### src/rtl/baccarat_pkg.sv
// Shared types and constants for the baccarat round controller.
//
// Contents:
//   NATURAL_MIN_DEF, PLAYER_DRAW_MAX_DEF, BANKER_STAND_MIN_DEF  default rule thresholds
//   ST_*            state encodings as plain 4-bit constants
//   bac_state_t     FSM state enum built on the ST_* encodings
//   bac_result_t    registered hand outcome (P_WIN, D_WIN, TIE)
//   banker_tableau  full punto-banco banker draw table; used only when
//                   BACCARAT_BANKER_TABLE_EN is defined
package baccarat_pkg;

  localparam int NATURAL_MIN_DEF      = 8;
  localparam int PLAYER_DRAW_MAX_DEF  = 5;
  localparam int BANKER_STAND_MIN_DEF = 7;

  localparam logic [3:0] ST_IDLE   = 4'd0;
  localparam logic [3:0] ST_P1     = 4'd1;
  localparam logic [3:0] ST_D1     = 4'd2;
  localparam logic [3:0] ST_P2     = 4'd3;
  localparam logic [3:0] ST_D2     = 4'd4;
  localparam logic [3:0] ST_EV2    = 4'd5;
  localparam logic [3:0] ST_P3     = 4'd6;
  localparam logic [3:0] ST_EV3    = 4'd7;
  localparam logic [3:0] ST_D3     = 4'd8;
  localparam logic [3:0] ST_EVF    = 4'd9;
  localparam logic [3:0] ST_RESULT = 4'd10;

  typedef enum logic [3:0] {
    S_IDLE   = ST_IDLE,
    S_P1     = ST_P1,
    S_D1     = ST_D1,
    S_P2     = ST_P2,
    S_D2     = ST_D2,
    S_EV2    = ST_EV2,
    S_P3     = ST_P3,
    S_EV3    = ST_EV3,
    S_D3     = ST_D3,
    S_EVF    = ST_EVF,
    S_RESULT = ST_RESULT
  } bac_state_t;

  typedef enum logic [1:0] {
    P_WIN = 2'd0,
    D_WIN = 2'd1,
    TIE   = 2'd2
  } bac_result_t;

  // Banker draw decision after the player took a third card.
  // d = banker two-card score, c = value of the player's third card.
  function automatic logic banker_tableau(input logic [3:0] d, input logic [3:0] c);
    logic draw;
    draw = 1'b0;
    case (d)
      4'd0, 4'd1, 4'd2: draw = 1'b1;
      4'd3:             draw = (c != 4'd8);
      4'd4:             draw = (c >= 4'd2) && (c <= 4'd7);
      4'd5:             draw = (c >= 4'd4) && (c <= 4'd7);
      4'd6:             draw = (c >= 4'd6) && (c <= 4'd7);
      default:          draw = 1'b0;
    endcase
    return draw;
  endfunction

endpackage

### src/rtl/baccarat_tally.sv
// Three saturating win/loss/tie counters.
//
// Ports:
//   slow_clock   clock
//   clear        synchronous clear, active-high (wins over inc)
//   inc[2:0]     one-hot increment: [0] player, [1] dealer, [2] tie
//   player_wins, dealer_wins, ties   TALLY_W-bit counts, hold at all-ones
module baccarat_tally #(
  parameter int TALLY_W = 8
) (
  input  logic               slow_clock,
  input  logic               clear,
  input  logic [2:0]         inc,
  output logic [TALLY_W-1:0] player_wins,
  output logic [TALLY_W-1:0] dealer_wins,
  output logic [TALLY_W-1:0] ties
);

  localparam logic [TALLY_W-1:0] TALLY_MAX = '1;
  localparam logic [TALLY_W-1:0] TALLY_ONE = TALLY_W'(1);

  always_ff @(posedge slow_clock) begin
    if (clear) begin
      player_wins <= '0;
      dealer_wins <= '0;
      ties        <= '0;
    end else begin
      if (inc[0] && (player_wins != TALLY_MAX)) player_wins <= player_wins + TALLY_ONE;
      if (inc[1] && (dealer_wins != TALLY_MAX)) dealer_wins <= dealer_wins + TALLY_ONE;
      if (inc[2] && (ties        != TALLY_MAX)) ties        <= ties + TALLY_ONE;
    end
  end

endmodule

### src/rtl/baccarat_round_ctrl.sv
// Multi-round baccarat hand sequencer.
//
// Walks the card load strobes for one hand, applies the natural, player
// third-card and banker third-card rules, registers the winner, keeps
// saturating tallies and leaves RESULT on ack (AUTO_NEXT=0) or after
// HOLD_CYCLES cycles (AUTO_NEXT=1).
//
// Build option: define BACCARAT_BANKER_TABLE_EN for the full punto-banco
// banker tableau in EV3; otherwise the banker draws iff
// dscore < BANKER_STAND_MIN-1 and pcard3 is ignored.
//
// Handshake: start is a level sampled only in IDLE; ack is a level sampled
// only in RESULT (and only when AUTO_NEXT=0). Neither needs to be a pulse,
// but a start still high when RESULT returns to IDLE begins the next hand.
//
// Ports:
//   slow_clock, resetb          clock, synchronous active-low reset
//   start, ack                  hand start / result release
//   pscore, dscore, pcard3      scores and player third card from datapath
//   load_pcard1..3, load_dcard1..3   one-cycle card load strobes
//   player_win_light, dealer_win_light  outcome (both high = tie)
//   busy                        not IDLE
//   round_done                  one-cycle pulse on RESULT entry
//   player_wins, dealer_wins, ties      saturating tallies
//   dbg_state                   current FSM state encoding
module baccarat_round_ctrl
  import baccarat_pkg::*;
#(
  parameter int NATURAL_MIN      = NATURAL_MIN_DEF,
  parameter int PLAYER_DRAW_MAX  = PLAYER_DRAW_MAX_DEF,
  parameter int BANKER_STAND_MIN = BANKER_STAND_MIN_DEF,
  parameter int TALLY_W          = 8,
  parameter int AUTO_NEXT        = 0,
  parameter int HOLD_CYCLES      = 16
) (
  input  logic               slow_clock,
  input  logic               resetb,
  input  logic               start,
  input  logic               ack,
  input  logic [3:0]         pscore,
  input  logic [3:0]         dscore,
  input  logic [3:0]         pcard3,
  output logic               load_pcard1,
  output logic               load_pcard2,
  output logic               load_pcard3,
  output logic               load_dcard1,
  output logic               load_dcard2,
  output logic               load_dcard3,
  output logic               player_win_light,
  output logic               dealer_win_light,
  output logic               busy,
  output logic               round_done,
  output logic [TALLY_W-1:0] player_wins,
  output logic [TALLY_W-1:0] dealer_wins,
  output logic [TALLY_W-1:0] ties,
  output logic [3:0]         dbg_state
);

  localparam logic [3:0] NAT_MIN4    = 4'(NATURAL_MIN);
  localparam logic [3:0] P_DRAW_MAX4 = 4'(PLAYER_DRAW_MAX);
  localparam logic [3:0] B_STAND4    = 4'(BANKER_STAND_MIN);
  // Banker draws strictly below this on the simplified rule.
  localparam logic [3:0] B_DRAW_LT4  = 4'(BANKER_STAND_MIN - 1);

  localparam int HOLD_W = (HOLD_CYCLES > 1) ? $clog2(HOLD_CYCLES) : 1;
  localparam logic [HOLD_W-1:0] HOLD_LOAD = HOLD_W'(HOLD_CYCLES - 1);
  localparam logic [HOLD_W-1:0] HOLD_ONE  = HOLD_W'(1);

  bac_state_t        state_q, state_d;
  bac_result_t       win_q, win_d;
  logic [HOLD_W-1:0] hold_q;
  logic              enter_result;
  logic              banker_draw;
  logic [2:0]        tally_inc;

`ifdef BACCARAT_BANKER_TABLE_EN
  assign banker_draw = (dscore < B_STAND4) && banker_tableau(dscore, pcard3);
`else
  logic unused_pcard3;
  assign unused_pcard3 = ^{pcard3, B_STAND4};
  assign banker_draw   = (dscore < B_DRAW_LT4);
`endif

  // Outcome from whatever scores are on the inputs in the cycle that enters RESULT.
  always_comb begin
    win_d = D_WIN;
    if (pscore > dscore)       win_d = P_WIN;
    else if (pscore == dscore) win_d = TIE;
  end

  always_comb begin
    state_d = state_q;
    case (state_q)
      S_IDLE: if (start) state_d = S_P1;
      S_P1:   state_d = S_D1;
      S_D1:   state_d = S_P2;
      S_P2:   state_d = S_D2;
      S_D2:   state_d = S_EV2;
      S_EV2: begin
        if ((pscore >= NAT_MIN4) || (dscore >= NAT_MIN4)) state_d = S_RESULT;
        else if (pscore <= P_DRAW_MAX4)                   state_d = S_P3;
        else if (dscore < B_DRAW_LT4)                     state_d = S_D3;
        else                                              state_d = S_RESULT;
      end
      S_P3:   state_d = S_EV3;
      S_EV3:  state_d = banker_draw ? S_D3 : S_RESULT;
      S_D3:   state_d = S_EVF;
      S_EVF:  state_d = S_RESULT;
      S_RESULT: begin
        if (AUTO_NEXT != 0) begin
          if (hold_q == '0) state_d = S_IDLE;
        end else if (ack) begin
          state_d = S_IDLE;
        end
      end
      default: state_d = S_IDLE;
    endcase
  end

  assign enter_result = (state_d == S_RESULT) && (state_q != S_RESULT);

  always_ff @(posedge slow_clock) begin
    if (!resetb) begin
      state_q    <= S_IDLE;
      win_q      <= P_WIN;
      round_done <= 1'b0;
      hold_q     <= '0;
    end else begin
      state_q    <= state_d;
      round_done <= enter_result;
      if (enter_result) begin
        win_q  <= win_d;
        hold_q <= HOLD_LOAD;
      end else if ((state_q == S_RESULT) && (hold_q != '0)) begin
        hold_q <= hold_q - HOLD_ONE;
      end
    end
  end

  always_comb begin
    tally_inc = 3'b000;
    if (enter_result) begin
      case (win_d)
        P_WIN:   tally_inc = 3'b001;
        D_WIN:   tally_inc = 3'b010;
        default: tally_inc = 3'b100;
      endcase
    end
  end

  baccarat_tally #(.TALLY_W(TALLY_W)) u_tally (
    .slow_clock  (slow_clock),
    .clear       (!resetb),
    .inc         (tally_inc),
    .player_wins (player_wins),
    .dealer_wins (dealer_wins),
    .ties        (ties)
  );

  assign load_pcard1 = (state_q == S_P1);
  assign load_dcard1 = (state_q == S_D1);
  assign load_pcard2 = (state_q == S_P2);
  assign load_dcard2 = (state_q == S_D2);
  assign load_pcard3 = (state_q == S_P3);
  assign load_dcard3 = (state_q == S_D3);

  assign busy      = (state_q != S_IDLE);
  assign dbg_state = state_q;

  assign player_win_light = (state_q == S_RESULT) && ((win_q == P_WIN) || (win_q == TIE));
  assign dealer_win_light = (state_q == S_RESULT) && ((win_q == D_WIN) || (win_q == TIE));

endmodule

### config.mk
export PLATFORM = sky130hd
export DESIGN_NAME = baccarat_round_ctrl
export DESIGN_NICKNAME = d
export VERILOG_FILES = /design/src/rtl/baccarat_pkg.sv /design/src/rtl/baccarat_tally.sv /design/src/rtl/baccarat_round_ctrl.sv
export SDC_FILE = /design/constraint.sdc
export NUM_CORES = 1
export LEC_CHECK = 0
export ABC_AREA = 1
export BUFFER_PORTS_ARGS = -buffer_cell sky130_fd_sc_hd__buf_2
export CAP_MARGIN = 10
export CORE_ASPECT_RATIO = 1.75
export CORE_MARGIN = 5
export CORE_UTILIZATION = 45
export CTS_CLUSTER_SIZE = 40
export DETAILED_ROUTE_END_ITERATION = 8
export PLACE_DENSITY = 0.71
export RECOVER_POWER = 50
export SKIP_LAST_GASP = 1
export SYNTH_ARGS = -nofsm -noshare
export SYNTH_HDL_FRONTEND = slang
export SYNTH_SLANG_ARGS = --single-unit
### constraint.sdc
create_clock -name slow_clock -period 2.5 [get_ports slow_clock]
set_input_delay 0.25 -clock slow_clock [delete_from_list [all_inputs] [get_ports slow_clock]]
set_output_delay 0.25 -clock slow_clock [all_outputs]
set_load 0.03 [all_outputs]
# Word level (Yosys, flattened, before mapping)
# Cells that the tools add are included.
[classes]
addsub = 3
n_eq_ne = 19
n_reduce_logical = 13
muxes = 10
order_cmp = 5
[ops]
columns = ["op", "n"]
rows = [
  ["$pmux W4 S11", 1],
  ["$add A8 B1 Y8 const B", 3],
  ["$ne A8 B8 Y1 const B", 3],
  ["$eq A4 B3 Y1 const B", 4],
  ["$eq A4 B4 Y1 const B", 4],
  ["$mux W4", 4],
  ["$eq A4 B2 Y1 const B", 2],
  ["$ge A4 B4 Y1 const B", 2],
  ["$logic_and A1 B1 Y1", 6],
  ["$mux W2", 3],
  ["$pmux W3 S2", 1],
  ["$eq A2 B1 Y1 const B", 2],
  ["$eq A4 B1 Y1 const B", 1],
  ["$eq A4 B4 Y1", 1],
  ["$gt A4 B4 Y1", 1],
  ["$le A4 B3 Y1 const B", 1],
  ["$logic_not A2 Y1", 2],
  ["$logic_not A4 Y1", 1],
  ["$lt A4 B3 Y1 const B", 1],
  ["$ne A4 B4 Y1 const B", 1],
  ["$reduce_bool A4 Y1", 1],
  ["$logic_or A1 B1 Y1", 3],
  ["$mux W3", 1],
  ["$eq A2 B2 Y1 const B", 1],
]
[totals]
reg_bits = 31
out_inout_bits = 38
elab_cells = 56

# Logic depth before layout (Yosys ltp)
[depth]
word_depth = 9
depth_mapped = 12

# Modules after synthesis
# A second synthesis with hierarchy kept.
[unflattened]
cells_unflattened = 325
hier_area_um2 = 2026.9
[by_module_without_submodules]
columns = ["mod", "area_per_inst_um2", "seq_area_each_um2", "instances", "cells_each"]
rows = [
  ["baccarat_tally", 1332.5, 480.5, 1, 210],
  ["baccarat_round_ctrl", 694.4, 140.1, 1, 115],
]

# Worst setup path after synthesis
# Ideal clock, no wire load.
[synth_timing]
kind = "flip-flop to flip-flop"
start = "reg state_q[0], in the netlist dbg_state[0]"
end = "reg u_tally.ties[6]"
setup_ns = 0.070
path_buffers = 1
period_less_slack_ns = 1.975
path_stages_with_launch = 10
slack_ns = 0.525
arrival_ns = 1.904
cell_sequence = "dfxtp_1 > nand2_2 > nor2_1 > nor2_1 > nand3_1 > nor2_2 > nor2_8 > buf_6 > nand3_1 > a21oi_1"
[synth_via]
elab_chain_cells = 6
elab_cells_between_ends = 19
[synth_lines]
columns = ["element", "line_no", "rtl"]
rows = [
  ["start: declaration", "baccarat_round_ctrl.sv:69", "bac_state_t state_q, state_d;"],
  ["start signal: assignment", "baccarat_round_ctrl.sv:129", "state_q <= state_d;"],
  ["$eq A4 B1 Y1", "-", ""],
  ["named net load_pcard1", "baccarat_round_ctrl.sv:43", "output logic load_pcard1,"],
  ["$pmux W4 S11", "baccarat_round_ctrl.sv:93", "case (state_q)"],
  ["$eq A4 B4 Y1", "baccarat_round_ctrl.sv:120", "assign enter_result = (state_d == S_RESULT) && (state_q != S_RESULT);"],
  ["$logic_and A1 B1 Y1", "baccarat_round_ctrl.sv:120", ""],
  ["$mux W3", "baccarat_round_ctrl.sv:142", "if (enter_result) begin"],
  ["$logic_and A1 B1 Y1", "baccarat_tally.sv:30", "if (inc[2] && (ties != TALLY_MAX)) ties <= ties + TALLY_ONE;"],
  ["end signal: assignment", "baccarat_tally.sv:30", ""],
  ["end: declaration", "baccarat_tally.sv:16", "output logic [TALLY_W-1:0] ties"],
]
# The timed path passes the listed nets, and every way through them passes these cells.
# A chain may end at the register's enable or synchronous reset.

# Worst setup path after layout
[layout_timing]
start = "reg state_q[0], in the netlist dbg_state[0]"
end = "reg u_tally.ties[7]"
[layout_via]
elab_chain_cells = 6
elab_cells_between_ends = 19
[layout_lines]
columns = ["element", "line_no"]
rows = [
  ["$eq A4 B4 Y1 (tied with other cells)", "baccarat_round_ctrl.sv:93"],
  ["$pmux W4 S11", "baccarat_round_ctrl.sv:93"],
  ["$eq A4 B4 Y1", "baccarat_round_ctrl.sv:120"],
  ["$logic_and A1 B1 Y1 *", "baccarat_round_ctrl.sv:120"],
  ["$mux W3 *", "baccarat_round_ctrl.sv:142"],
  ["$logic_and A1 B1 Y1 *", "baccarat_tally.sv:30"],
]
# Every way passes the cells marked *; elsewhere a longest branch is shown, timed or not.

==> results_dict.tcl <==
set metrics [dict create \
    syn-cell-area_um2 1910 \
    yosysUniqueCellTypes 25 \
    drt_first_iter_violations 84 \
    seq_area_frac_synth_pct 32.5 \
    p_sw_share_pct 28.0 \
    p_clk_share_pct 38.2 \
    layout_common_cells "61 x nand2_1, 32 x clkbuf_1, 31 x dfxtp_1" \
    place.gp.congestion 0.865 \
    p_leak_nw 1.01 \
    vias_per_cell 5.08 \
    power_mw 1.12 \
    cp_slowest_stage_delay_ns 0.36 \
    synth.yosys.warnings 0 \
    p_switching_mw 0.313 \
    cap_violations 0 \
    grt_usage_pct 17.8 \
    fin_crit_ns 1.93 \
    synth_xor_area_share_pct 8.25 \
    slowest_stage "dfxtp_1" \
    seq_power_share_pct 45.6 \
    irDropWorstVdd_mv 0.378 \
    cts_setup_buffers 0 \
    holdWs_ns 0.242 \
    synth_top_family_by_area "simple AND/OR/NAND/NOR gates" \
    cts-root-buf "clkbuf_8" \
    synth_top_area_share_pct 32.5 \
    area_delta_synth_final_pct 19.1 \
    tightest_slew_ns 0.380 \
    finish.utilization_pct 55.4 \
    multi_input_area_um2 1140 \
    dr.pass1.iters 4 \
    seqCellArea_um2 621 \
    path_max_fanout 25 \
    power_frac_comb_pct 16.2 \
    drtAntennaViolNets 0 \
    cts_resized 0 \
    htree_levels 2 \
    hpwlAfterDp_um 3690 \
    min_period_over_period_pct 77.1 \
    synthTopCellsByArea "dfxtp_1 32%, nand2_1 12%, a21oi_1 7.9%, ha_1 5.9%, nand4_1 5.9%" \
    skew_ns 0.00173 \
    crit_arrival_ns 2.09 \
    clkLatencyLatePin_ns 0.28 \
    synthMuxAreaShare_pct 0 \
    slew_headroom_pct 74.8 \
    endpoint_kind "flip-flop" \
    tns_ns 0 \
    fin_nets 354 \
    place_inst 371 \
    cts.clk_slew.worst_paths_ns 0.06 \
    drive_above_1_share_pct 14.2 \
    hold_buffers 0 \
    port-buffer-count 49 \
    final_common_cell "nand2_1" \
    design_area_um2 2280 \
    cts_buffer_depth 2 \
    slew_viol_final 0 \
    die_x_um 59.3 \
    vias 1927 \
    syn_nets 298 \
    die-area_um2 5700 \
    pre_cts_ws_ns 0.687 \
    path_buf_inv 1 \
    grt_max_degree 26 \
    grt-ovfl-total 0 \
    hold_viol 0 \
    synth_adder_area_share_pct 5.89 \
    crit_required_ns 2.66 \
    wl_um 4710 \
    grt_pass1_wl_um 7980 \
    drc 0 \
    antenna_cells 0 \
    netlist_instances 273 \
    power_per_cell_area_nw_per_um2 490 \
    start_util_pct 46.5 \
    internal-power_mw 0.804 \
    clock-sinks 31 \
    yosys_register_bits 31 \
    post_drt_wl_per_cell_um 12.4 \
    yosysTopAreaCell "dfxtp_1" \
    die_y_um 96.2 \
    max_freq_mhz 519 \
    finalNonFillerCells 379 \
    hold_class "input pin to flip-flop" \
    cpLargestDelayFamily "simple AND/OR/NAND/NOR gates" \
    status "complete, no violations" \
    io_pins 54 \
    post_dp_cell_area_um2 2220 \
    cts_tree "built" \
    crit_type "flip-flop to flip-flop" \
    setup_slack_ns 0.572 \
    rsz0062_at_grt "no" \
    cts_buffers 5 \
    synth_area_per_cell_um2 7.00 \
    synth-simple-area-share_pct 36.8 \
    crit_chain "inv_1 -> nand2_1 -> nor2_1 -> nor2_1 -> nand3_1 -> nand2_2 -> nor2_8 -> nand2_2 -> nand2_1 -> a21oi_1" \
    n_fill_cell 462 \
    antenna_found_initial 0 \
    rows 31 \
    synth_compound_area_share_pct 8.90 \
    setup_viol 0 \
    grt_pass1_vias 1870 \
    core_um2 4110 \
    critPathLaunchType "flip-flop" \
]
-- tightest hold or removal path: cells and delay by family --
kind                   cells  cell delay [ns]
AND/OR/NAND/NOR            1             0.06
buffers and inverters      2             0.18
-- flip-flops by register name (all words and copies together), names as in the netlist --
signal and cells:
u_tally.player_wins 8, u_tally.ties 8, u_tally.dealer_wins 8, round_done 1, win_q 2, dbg_state 4
-- logic make-up (layout without fill, tap and decap cells) --
kind of cell | Yosys count | in the layout
AO/OA/AOI/OAI | 33 | 33
buffers and inverters | 35 | 92
flip-flops | 31 | 31
AND/OR/NAND/NOR | 147 | 147
XOR/XNOR | 18 | 18
adder cells (fa/ha/maj) | 9 | 9
-- metal layers --
metal | global-route usage [%] | wire length [µm]
met1 | 18.8 | 1840
met2 | 32.9 | 2490
met3 | 3.76 | 299
met4 | 7.56 | 81
met5 | 0 | 0
-- power groups by stage --
stage	combinational, mW	clock (mW)	sequential, mW
floorplan	0.118	0	0.529
global route	0.200	0.460	0.510
detailed placement	0.185	0	0.520
CTS	0.186	0.439	0.509
finish	0.181	0.427	0.509
global placement	0.186	0	0.520
-- synthesized netlist by cell type --
cell,number
o211ai_1,1
dfxtp_1,31
buf_6,2
clkbuf_1,2
nand4_1,18
nand2_2,4
nand3_2,1
nand2_1,61
xor2_1,11
nor2_2,5
o21ai_0,1
inv_1,22
a21oi_1,30
clkinv_1,2
nor2_8,1
nand3b_1,2
nand4_2,2
xnor2_1,7
nand3_1,21
nor3_1,4
o21bai_1,1
nor3_2,1
ha_1,9
inv_2,7
nor2_1,27
-- layout make-up --
class | count | share of cell area [%]
repair buffers | 53 | 10.4
clock buffers | 8 | 4.40
flip-flops and latches | 31 | 27.3
well taps | 49 | 2.69
multi-input cells | 207 | 50.2
inverters | 31 | 5.11
-- path summary, 6_finish.rpt --
kind | endpoint | slack [ns] | depth (start not counted) | startpoint
max | u_tally.ties[7] | 0.57 | 10 | dbg_state[0]
min | dbg_state[1] | 0.24 | 3 | resetb
max reg2reg | u_tally.ties[7] | 0.57 | 10 | dbg_state[0]
min reg2reg | win_q[0] | 0.47 | 2 | win_q[0]
Power figures use the tool's default switching activity.
